$ cat src/rtl/ssg_scan_driver.sv
// Three-digit multiplexed seven-segment driver with a double-buffered digit
// load, frame-aligned commit and whole-display blink.
module ssg_scan_driver #(
    parameter int SCAN_COUNT  = 100000,
    parameter int BLINK_COUNT = 25000000
) (
    input  logic       clk,
    input  logic       reset,
    input  logic       load,
    input  logic [3:0] digit0,
    input  logic [3:0] digit1,
    input  logic [3:0] digit2,
    input  logic       blink,
    output logic       pending,
    output logic [6:0] SSG_D,
    output logic [2:0] SSG_EN
);

    localparam int SW = (SCAN_COUNT > 1) ? $clog2(SCAN_COUNT) : 1;
    localparam int BW = (BLINK_COUNT > 1) ? $clog2(BLINK_COUNT) : 1;
    localparam logic [SW-1:0] SCAN_LAST  = SW'(SCAN_COUNT - 1);
    localparam logic [BW-1:0] BLINK_LAST = BW'(BLINK_COUNT - 1);

    logic [SW-1:0]     scan_cnt;
    logic [1:0]        idx;
    logic [2:0][3:0]   shadow;
    logic [2:0][3:0]   disp;
    logic [BW-1:0]     blink_cnt;
    logic              phase_on;

    logic              scan_wrap;
    logic              frame_end;
    logic [3:0]        cur_code;
    logic [2:0]        en_pat;
    logic [6:0]        seg_pat;

    function automatic logic [6:0] encode(input logic [3:0] code);
        case (code)
            4'h0:    encode = 7'b1000000;
            4'h1:    encode = 7'b1111001;
            4'h2:    encode = 7'b0100100;
            4'h3:    encode = 7'b0110000;
            4'h4:    encode = 7'b0011001;
            4'h5:    encode = 7'b0010010;
            4'h6:    encode = 7'b0000010;
            4'h7:    encode = 7'b1111000;
            4'h8:    encode = 7'b0000000;
            4'h9:    encode = 7'b0010000;
            4'hE:    encode = 7'b0000110;
            default: encode = 7'b1111111;
        endcase
    endfunction

    assign scan_wrap = (scan_cnt == SCAN_LAST);
    assign frame_end = scan_wrap && (idx == 2'd2);

    always_comb begin
        cur_code = 4'hF;
        en_pat   = 3'b111;
        case (idx)
            2'd0: begin cur_code = disp[0]; en_pat = 3'b110; end
            2'd1: begin cur_code = disp[1]; en_pat = 3'b101; end
            2'd2: begin cur_code = disp[2]; en_pat = 3'b011; end
            default: begin cur_code = 4'hF; en_pat = 3'b111; end
        endcase
        seg_pat = encode(cur_code);
    end

    // Outputs are registered from the state before the edge, so the enable
    // and its digit data always change together and commits never tear.
    always_ff @(posedge clk) begin
        if (!reset) begin
            scan_cnt  <= '0;
            idx       <= 2'd0;
            shadow    <= '1;
            disp      <= '1;
            pending   <= 1'b0;
            blink_cnt <= '0;
            phase_on  <= 1'b1;
            SSG_EN    <= 3'b111;
            SSG_D     <= 7'b1111111;
        end else begin
            if (scan_wrap) begin
                scan_cnt <= '0;
                idx      <= (idx == 2'd2) ? 2'd0 : idx + 2'd1;
            end else begin
                scan_cnt <= scan_cnt + SW'(1);
            end

            // A load on the boundary edge wins pending back after the commit.
            if (frame_end && pending) begin
                disp    <= shadow;
                pending <= 1'b0;
            end
            if (load) begin
                shadow  <= {digit2, digit1, digit0};
                pending <= 1'b1;
            end

            if (!blink) begin
                blink_cnt <= '0;
                phase_on  <= 1'b1;
            end else if (blink_cnt == BLINK_LAST) begin
                blink_cnt <= '0;
                phase_on  <= ~phase_on;
            end else begin
                blink_cnt <= blink_cnt + BW'(1);
            end

            if (blink && !phase_on) begin
                SSG_EN <= 3'b111;
                SSG_D  <= 7'b1111111;
            end else begin
                SSG_EN <= en_pat;
                SSG_D  <= seg_pat;
            end
        end
    end

endmodule

$ cat config.mk
export PLATFORM = sky130hd
export DESIGN_NAME = ssg_scan_driver
export DESIGN_NICKNAME = d
export VERILOG_FILES = /design/src/rtl/ssg_scan_driver.sv
export SDC_FILE = /design/constraint.sdc
export NUM_CORES = 1
export LEC_CHECK = 0
export CAP_MARGIN = 5
export CORE_ASPECT_RATIO = 1.75
export CORE_MARGIN = 5
export CORE_UTILIZATION = 50
export CTS_CLUSTER_SIZE = 28
export DETAILED_ROUTE_END_ITERATION = 16
export GPL_TIMING_DRIVEN = 0
export MAX_ROUTING_LAYER = met4
export PLACE_DENSITY_LB_ADDON = 0.25
export SETUP_SLACK_MARGIN = 0.4
export SLEW_MARGIN = 20
export SYNTH_ARGS = -nofsm -noshare
export SYNTH_HDL_FRONTEND = slang
export SYNTH_SLANG_ARGS = --single-unit
export TNS_END_PERCENT = 5
$ cat constraint.sdc
create_clock -name clk -period 2.9 [get_ports clk]
set_input_delay 0.29 -clock clk [delete_from_list [all_inputs] [get_ports clk]]
set_output_delay 0.29 -clock clk [all_outputs]
set_load 0.005 [all_outputs]
; Yosys cells after proc, flatten, opt, wreduce, memory -nomap -nowiden
; Memory sizes are Yosys's and may differ from the RTL's. A register that Yosys moved wholly into a read port is not among the register bits.
; Index checks and enable logic that the tools add are counted.
[word_totals]
register_bits = 73
rom_bits = 112
input_bits = 16
mem_count = 1
[classes]
addsub = 3
n_eq_ne = 4
muxes = 5
bitwise_logic = 3
n_reduce_logical = 10
[mem_list]
columns = memory, words, word_bits, read_ports, rd_ports_with_merged_regs, write_ports, line
row1 = (name not given), 16, 7, 1, 1, 0, 38  ; case (code)
[ops]
columns = cell, count
row1 = "adder 25 x 1 -> 25 bit, second input constant", 1
row2 = "equality test 25 bit, second input constant", 1
row3 = "adder 17 x 1 -> 17 bit, second input constant", 1
row4 = "equality test 17 bit, second input constant", 1
row5 = one-hot mux 4 bit (3 select lines), 1
row6 = one-hot mux 3 bit (3 select lines), 1
row7 = OR reduction 2 bit, 2
row8 = logical AND 1 bit, 3
row9 = inverter 1 bit, 3
row10 = OR reduction 3 bit, 1
row11 = "adder 2 x 1 -> 2 bit, second input constant", 1
row12 = "equality test 2 x 1 -> 1 bit, second input constant", 1
row13 = "equality test 2 bit, second input constant", 1
row14 = zero test 2 bit, 1
row15 = 2-to-1 mux 1 bit, 2
row16 = 2-to-1 mux 2 bit, 1
row17 = AND reduction 2 bit, 1
row18 = nonzero test 2 bit, 1
row19 = zero test 1 bit, 1

; Longest topological paths before layout
; Gate-level depths: netlist (run 1).
[depth]
depth_word = 5
mapped_depth = 8
depth_no_buf = 7

; Worst setup path after synthesis (run 1)
; No wires, ideal clock.
[synth_path]
path_type = flip-flop to flip-flop
start = register idx[0]
end = register SSG_D[6]
arrival_ns = 1.831
required_ns = 2.818
path_slack_ns = 0.987
stages_incl_launch_ff = 8
path_cell_list = dfxtp_1 buf_2 mux2_2 o22ai_2 inv_1 ha_1 mux2_2 o221ai_1
[synth_between]
elab_chain_len = 2
elab_cells_between_ends = 4
cone_classes = eq/ne (2) / mux (1) / reduce/logical (1)
[synth_lines]
columns = item, line
row1 = from (decl), 25  ; logic [1:0] idx;
row2 = from (signal assigned), 85  ; idx <= (idx == 2'd2) ? 2'd0 : idx + 2'd1;
row3 = "equality test 2 bit, or another cell as far along", 60  ; case (idx)
row4 = one-hot mux 4 bit (3 select lines) *, 60
row5 = to (decl), 15  ; output logic [6:0] SSG_D,
; Mark *: on every way between the ends. The rest lies on a longest branch, timed or not.
; A chain may end at the register's enable or synchronous reset.

; Worst setup path in the final report (run 1)
; Same ends and word-level chain as after synthesis.

==> out/qor.txt, run 1 <==
Status = completed
Final Hold Vio Count = 0
Final-report setup violation count = 0
Clock sink total = 80
# Post-CTS Setup Buffers = 0
I/O Buffers = 25
End of the worst hold path = shadow[7]
Ys Warns = 0
Post-layout nets = 447
Highest Signal Layer = met4
Worst Path Buf+Inv = 2
Reg2reg start = idx[0]
Clk_lat worst skew = 0.33 ns
Largest net degree at the start of global routing = 13
Clock buffer depth = 2
Startpoint Class = flip-flop
Die width = 74.7 um
FFs w/ async S/R, synth = 0%
Slew @ Worst Pin = 0.640 ns
Peak per-stage delay on the critical path = 0.38 ns
Seq/Total Area, Yosys = 43.7%
CTS buffer count = 9
Hold depth = 3
Final worst slack = 0.661 ns
Min-Delay Startpoint = load
Placement row count = 41
Top_reg_cell synth = dfxtp_1
Dpl hpwl = 5330 um
Final slew viol count = 0
Total wire length = 7220 um
HP Class = input port to flip-flop
Post-CTS Resized = 0
EDFF count, synth = 0
# diodes = 0
LEAKAGE = 1.59 nW
Crit-path max FO = 10
Antenna violations before repair = 0
Reg-to-Reg End = SSG_D[6]
Routed Antenna Nets = 0
Met3 WL = 201 um
Post-DR vias/cell = 5.52
Setup TNS = 0 ns
CP max-delay cell = mux2_2
Worst Setup SP = idx[0]
Max_cap viols = 0
Vias in the first global route = 2856
CP endpoint kind = flip-flop
Gpl congestion = 0.910
Delay-heaviest family, CP = multiplexers
Synth Instances = 388
Crit-path cells = buf_2 > mux2_2 > o22ai_2 > inv_1 > ha_1 > mux2_2 > o221ai_1
Post-DR wirelength/cell = 14.0 um
Minimum clock period = 2.24 ns
RSZ-0062 raised after global routing = false
CP dominant cell by count = mux2_2
Chip Height = 123 um
CTS tree = yes
Place WS = 0.713 ns
Critical Path AT = 2.49 ns
Hold Buf Count CTS = 0
Cell Count Post-Placement = 499
Share of cells above drive strength 1 = 9.56%
IO Pins = 27
Synth Cell Area = 3670 um2
Pwr/cell area = 549 nW/um2
Fin cells = 515
Crit path kind = flip-flop to flip-flop
Die ar. = 9220 um2
Fmax = 0.447 GHz
Root buf cell = clkbuf_16
Max_slew headroom = 57.3%
Synth Register Bits = 80
Initial DRC count = 122
H-tree levels = 3
First-pass GRT wire length = 12600 um
Area Growth Syn to Fin = 18.5%
Met2 wire length = 3790 um
Total GRT Usage = 18.3%
Avg Cell Area, Syn = 9.45 um2
Synth Net Count = 411
GR Overflow Total = 0
DRT met1 WL = 2960 um
Fillers = 632
Post-route DRC = 0
Core box area = 7180 um2
Clk_skew = 0.00512 ns
CP Data Required Time = 3.15 ns
FF-to-FF setup slack = 0.66 ns
Drt pass-1 iters = 4
Yosys cell types = 47
Total area of multi-input combinational cells = 1910 um2
Register area = 1600 um2
VDD IR max = 0.000458 V
Fin crit share = 77.2%
Initial cell density of the core = 51.1%
Tot Pwr = 0.00239 W
Via count = 2842
Clk slew on worst S/H paths = 0.06 ns
R2R cell count = 7
==> power breakdown <==
group,total [W],switching [W],internal [W]
logic,0.0000876,0.0000411,0.0000465
registers,0.00113,0.00000998,0.00112
clock network,0.00117,0.000413,0.000759
==> worst max-delay path by stage <==
stage                    end  slack, ns  depth (start not counted)
floorplan           SSG_D[6]       0.99                          7
global placement    SSG_D[6]       0.73                          7
detailed placement  SSG_D[6]       0.71                          7
CTS                 SSG_D[6]       0.68                          7
global route        SSG_D[6]       0.54                          7
finish              SSG_D[6]       0.66                          7
==> through the flow <==
step	hold WS [ns]	instance area, um2	utilization [%]
finish	0.361	4340	60.5
global route	0.381	4340	60.5
CTS	0.347	4340	60.5
detailed placement	0.431	4030	56.0
global placement	0.422	4030	56.0
floorplan	0.412	3670	-
==> state kept, by name, summed over array words and instances, names as in the netlist <==
register / cells
SSG_EN: 3
SSG_D: 7
blink_cnt: 25
scan_cnt: 17
pending: 1
shadow: 12
disp: 12
phase_on: 1
idx: 2
==> layout make-up <==
class / instances / share of cell area, %
clock buffers: 14 / 6.54
flip-flops and latches: 80 / 36.9
well taps: 86 / 2.48
repair buffers: 25 / 5.76
multi-input cells: 279 / 44.0
inverters: 9 / 0.778
plain buffers: 20 / 2.76
clock inverters: 2 / 0.806
==> logic make-up after synthesis <==
group	synth area share (%)
DFF	43.7
and+or+nand+nor	26.0
muxes	8.84
AOI/OAI and AO/OA	9.93
xor gates and xnor gates	5.02
adders and majority gates	2.39
buffers and inverters	4.20
==> placed cells by master (no fill, tap or decap), types with 3 or more instances in the layout <==
master / count
buf_2: 6
and4_1: 6
dfxtp_1: 80
o21ai_0: 15
a21oi_1: 20
nor2_1: 25
o31ai_1: 8
and2_1: 6
or3_1: 12
ha_1: 7
buf_6: 4
nand4_1: 11
clkdlybuf4s50_1: 25
nand3_1: 16
and3_1: 6
clkbuf_1: 9
nand4_2: 3
clkbuf_8: 4
xor2_1: 18
o22ai_1: 5
inv_1: 9
mux2i_1: 29
xnor2_1: 3
nor2b_1: 24
or4_1: 8
clkbuf_16: 9
mux2_2: 3
nand2_1: 27
==> Yosys cell counts, types with 2 or more instances <==
| cell type | number | area (um2) |
|---|---|---|
| and2_1 | 6 | 37.5 |
| nor2b_1 | 24 | 150 |
| buf_4 | 2 | 15.0 |
| buf_2 | 6 | 30.0 |
| o21ai_0 | 15 | 75.1 |
| inv_1 | 9 | 33.8 |
| nor3_1 | 2 | 10.0 |
| a21oi_1 | 20 | 100 |
| xor2_1 | 18 | 158 |
| o22ai_1 | 5 | 31.3 |
| nand2b_1 | 2 | 12.5 |
| a21boi_0 | 2 | 15.0 |
| nor2_1 | 25 | 93.8 |
| or3_1 | 12 | 75.1 |
| and3_1 | 6 | 37.5 |
| dfxtp_1 | 80 | 1600 |
| xnor2_1 | 3 | 26.3 |
| clkbuf_1 | 8 | 30.0 |
| ha_1 | 7 | 87.6 |
| nand4_1 | 11 | 68.8 |
| buf_6 | 4 | 45.0 |
| mux2i_1 | 29 | 290 |
| or4_1 | 8 | 60.1 |
| o31ai_1 | 8 | 60.1 |
| and4bb_2 | 2 | 25.0 |
| nor4b_1 | 2 | 17.5 |
| and4_1 | 6 | 52.6 |
| nand4_2 | 3 | 37.5 |
| nand3_1 | 16 | 80.1 |
| a211oi_1 | 2 | 15.0 |
| nand2_1 | 27 | 101 |
| mux2_2 | 3 | 33.8 |
==> routing by layer <==
metal,track usage [%],up-vias
met2,30.7,38
met3,4.39,24
met4,11.0,0
li1,-,1454
met1,18.9,1326
met5,-,-
==> worst reg2reg max path: cells and delay by family (launching register included) <==
family	cells	cell delay (ns)
AO/OA/AOI/OAI	2	0.45
multiplexers	2	0.66
flip-flops	1	0.34
adder cells (fa/ha/maj)	1	0.29
buffers and inverters	2	0.43
Power figures use the tool's default switching activity.
==> run 2, diff against run 1 <==
Clock period 2.9 ns to 1.95 ns, I/O delays scaled along.
==> run 2 against run 1 <==
  * Non-clock buffer count grew 28
  * Via count increased by 5.9%
  * Global-route usage rose by 1.2 points
  * Hold slack worse by 0.10 ns
  * Combinational power rose by 63%
  * Setup slack got worse by 0.45 ns
  * Flip-flop and latch count unchanged
  * Sequential share of layout area is 3.3 points lower
  * Total power increased by 50%
  * Routed wire length is 14% higher
  * Clock-buffer cell count is 3 lower
  * Highest routed layer unchanged
==> out/qor.txt, run 2 (same netlist as run 1, synthesis figures left out) <==
Minimum clock period = 1.74 ns (-0.502 ns)
Vias in the first global route = 3029 (+6.1%)
Max reg flops = 25 (unchanged)
Crit path kind = flip-flop to flip-flop
Die ar. = 9220 um2 (unchanged)
LEAKAGE = 1.77 nW (+11%)
Clk_skew = 0.00380 ns (-0.00132 ns)
Clk slew on worst S/H paths = 0.06 ns (about the same)
Via count = 3010 (+5.9%)
Setup TNS = 0 ns (unchanged)
Final Hold Vio Count = 0 (unchanged)
CP max-delay cell = dfxtp_2
Fin crit share = 89.1% (+12 points)
Crit-path cells = buf_6 > mux2_4 > o22ai_4 > buf_6 > ha_4 > a211oi_2 > a211oi_2 > o21ai_1
Placement row count = 41 (unchanged)
Slew @ Worst Pin = 0.744 ns (+0.104 ns)
CP Data Required Time = 2.17 ns (-0.98 ns)
Fin cells = 542 (+5.2%)
Max_slew headroom = 50.4% (-6.9 points)
Tot Pwr = 0.00357 W (+50%)
Hold Buf Count CTS = 0 (unchanged)
Most flops, register = blink_cnt
CP endpoint kind = flip-flop
Cell Count Post-Placement = 499 (unchanged)
Final worst slack = 0.213 ns (-0.448 ns)
Dpl hpwl = 5380 um (+0.84%)
Final slew viol count = 0 (unchanged)
Largest net degree at the start of global routing = 13 (unchanged)
Root buf cell = clkbuf_16
CTS buffer count = 9 (unchanged)
Peak per-stage delay on the critical path = 0.33 ns (-0.05 ns)
Initial cell density of the core = 51.1% (unchanged)
# diodes = 0 (unchanged)
Delay-heaviest family, CP = compound AO/OA/AOI/OAI gates
Worst Path Buf+Inv = 2 (unchanged)
Share of cells above drive strength 1 = 23.2% (+14 points)
H-tree levels = 3 (unchanged)
Total wire length = 8240 um (+14%)
Final-report setup violation count = 0 (unchanged)
Max_cap viols = 0 (unchanged)
I/O Buffers = 25 (unchanged)
Clk_lat worst skew = 0.34 ns (about the same)
Pwr/cell area = 742 nW/um2 (+35%)
FF-to-FF setup slack = 0.21 ns (-0.45 ns)
Clock sink total = 80 (unchanged)
Startpoint Class = flip-flop
Area Growth Syn to Fin = 31.0%
Total GRT Usage = 19.5% (+1.2 points)
Antenna violations before repair = 0 (unchanged)
VDD IR max = 0.000700 V (+53%)
Place WS = -0.0995 ns (-0.812 ns)
First-pass GRT wire length = 13400 um (+5.9%)
Chip Height = 123 um (unchanged)
Commonest non-fill, non-tap cell in the layout = dfxtp_1
Clock buffer depth = 2 (unchanged)
Fmax = 0.576 GHz (+29%)
Post-DR wirelength/cell = 15.2 um (+8.4%)
CTS tree = yes
Initial DRC count = 147 (+20%)
Top flop regs = blink_cnt (25), scan_cnt (17)
Routed Antenna Nets = 0 (unchanged)
RSZ-0062 raised after global routing = true
Post-layout nets = 475 (+6.3%)
Status = completed
Die width = 74.7 um (unchanged)
Post-DR vias/cell = 5.55 (+0.64%)
Most frequent cells in the layout = 69 x dfxtp_1, 27 x mux2i_1, 26 x nand2_1, 26 x buf_4
GR Overflow Total = 0 (unchanged)
Core box area = 7180 um2 (unchanged)
Critical Path AT = 1.95 ns (-0.54 ns)
Gpl congestion = 0.855 (-6.1%)
Crit-path max FO = 5 (-5)
IO Pins = 27 (unchanged)
HP Class = input port to flip-flop
Post-route DRC = 0 (unchanged)
Drt pass-1 iters = 4 (unchanged)
==> run 2: timing repair <==
action                                  4_1_cts  5_1_grt
pin swaps                                    12        6
endpoints found under the setup margin       71       73
buffers inserted                             19        7
gates resized for setup                      40       19
cloned                                        2        0
==> run 2: report_power, final <==
group / internal [W] / total (W) / switching [W]
sequential: 0.00166 / 0.00168 / 0.0000177
combinational: 0.0000763 / 0.000143 / 0.0000671
clock: 0.00111 / 0.00175 / 0.000636
total: 0.00285 / 0.00357 / 0.000721
==> run 2: worst reg2reg max path, cell delays in order (launching register included) <==
cell and delay, ns:
dfxtp_2 0.33, buf_6 0.13, mux2_4 0.32, o22ai_4 0.17, buf_6 0.14, ha_4 0.13
a211oi_2 0.04, a211oi_2 0.26, o21ai_1 0.10
==> run 2: metrics by stage <==
step                      utilization (%)  hold WS, ns  instance area, um2
after floorplan                         -        0.323                3710
after global placement               56.7        0.423                4070
after detailed placement             56.7        0.436                4070
after CTS                            65.1        0.248                4680
after global routing                 66.9        0.282                4810
final                                66.9        0.256                4810
==> run 2: area by class of cell <==
class,count,area (um2)
Fill cell,572,2380
Multi-Input combinational cell,279,2120
Sequential cell,80,1620
Timing Repair Buffer,53,478
Clock buffer,11,233
Buffer,20,148
Tap cell,86,108
Clock inverter,4,70.1
Inverter,9,37.5
==> run 2: final timing paths <==
path	startpoint	to	cells after the start
min	load	shadow[8]	3
min reg2reg	scan_cnt[0]	scan_cnt[0]	1
max	idx[0]	SSG_D[4]	8
max reg2reg	idx[0]	SSG_D[4]	8
==> run 2: routing by layer <==
metal	global-route usage, %	vias to the layer above	wire [um]
li1	-	1506	-
met5	-	-	0
met3	3.99	24	295
met1	19.8	1419	3300
met4	11.9	0	283
met2	33.4	61	4360
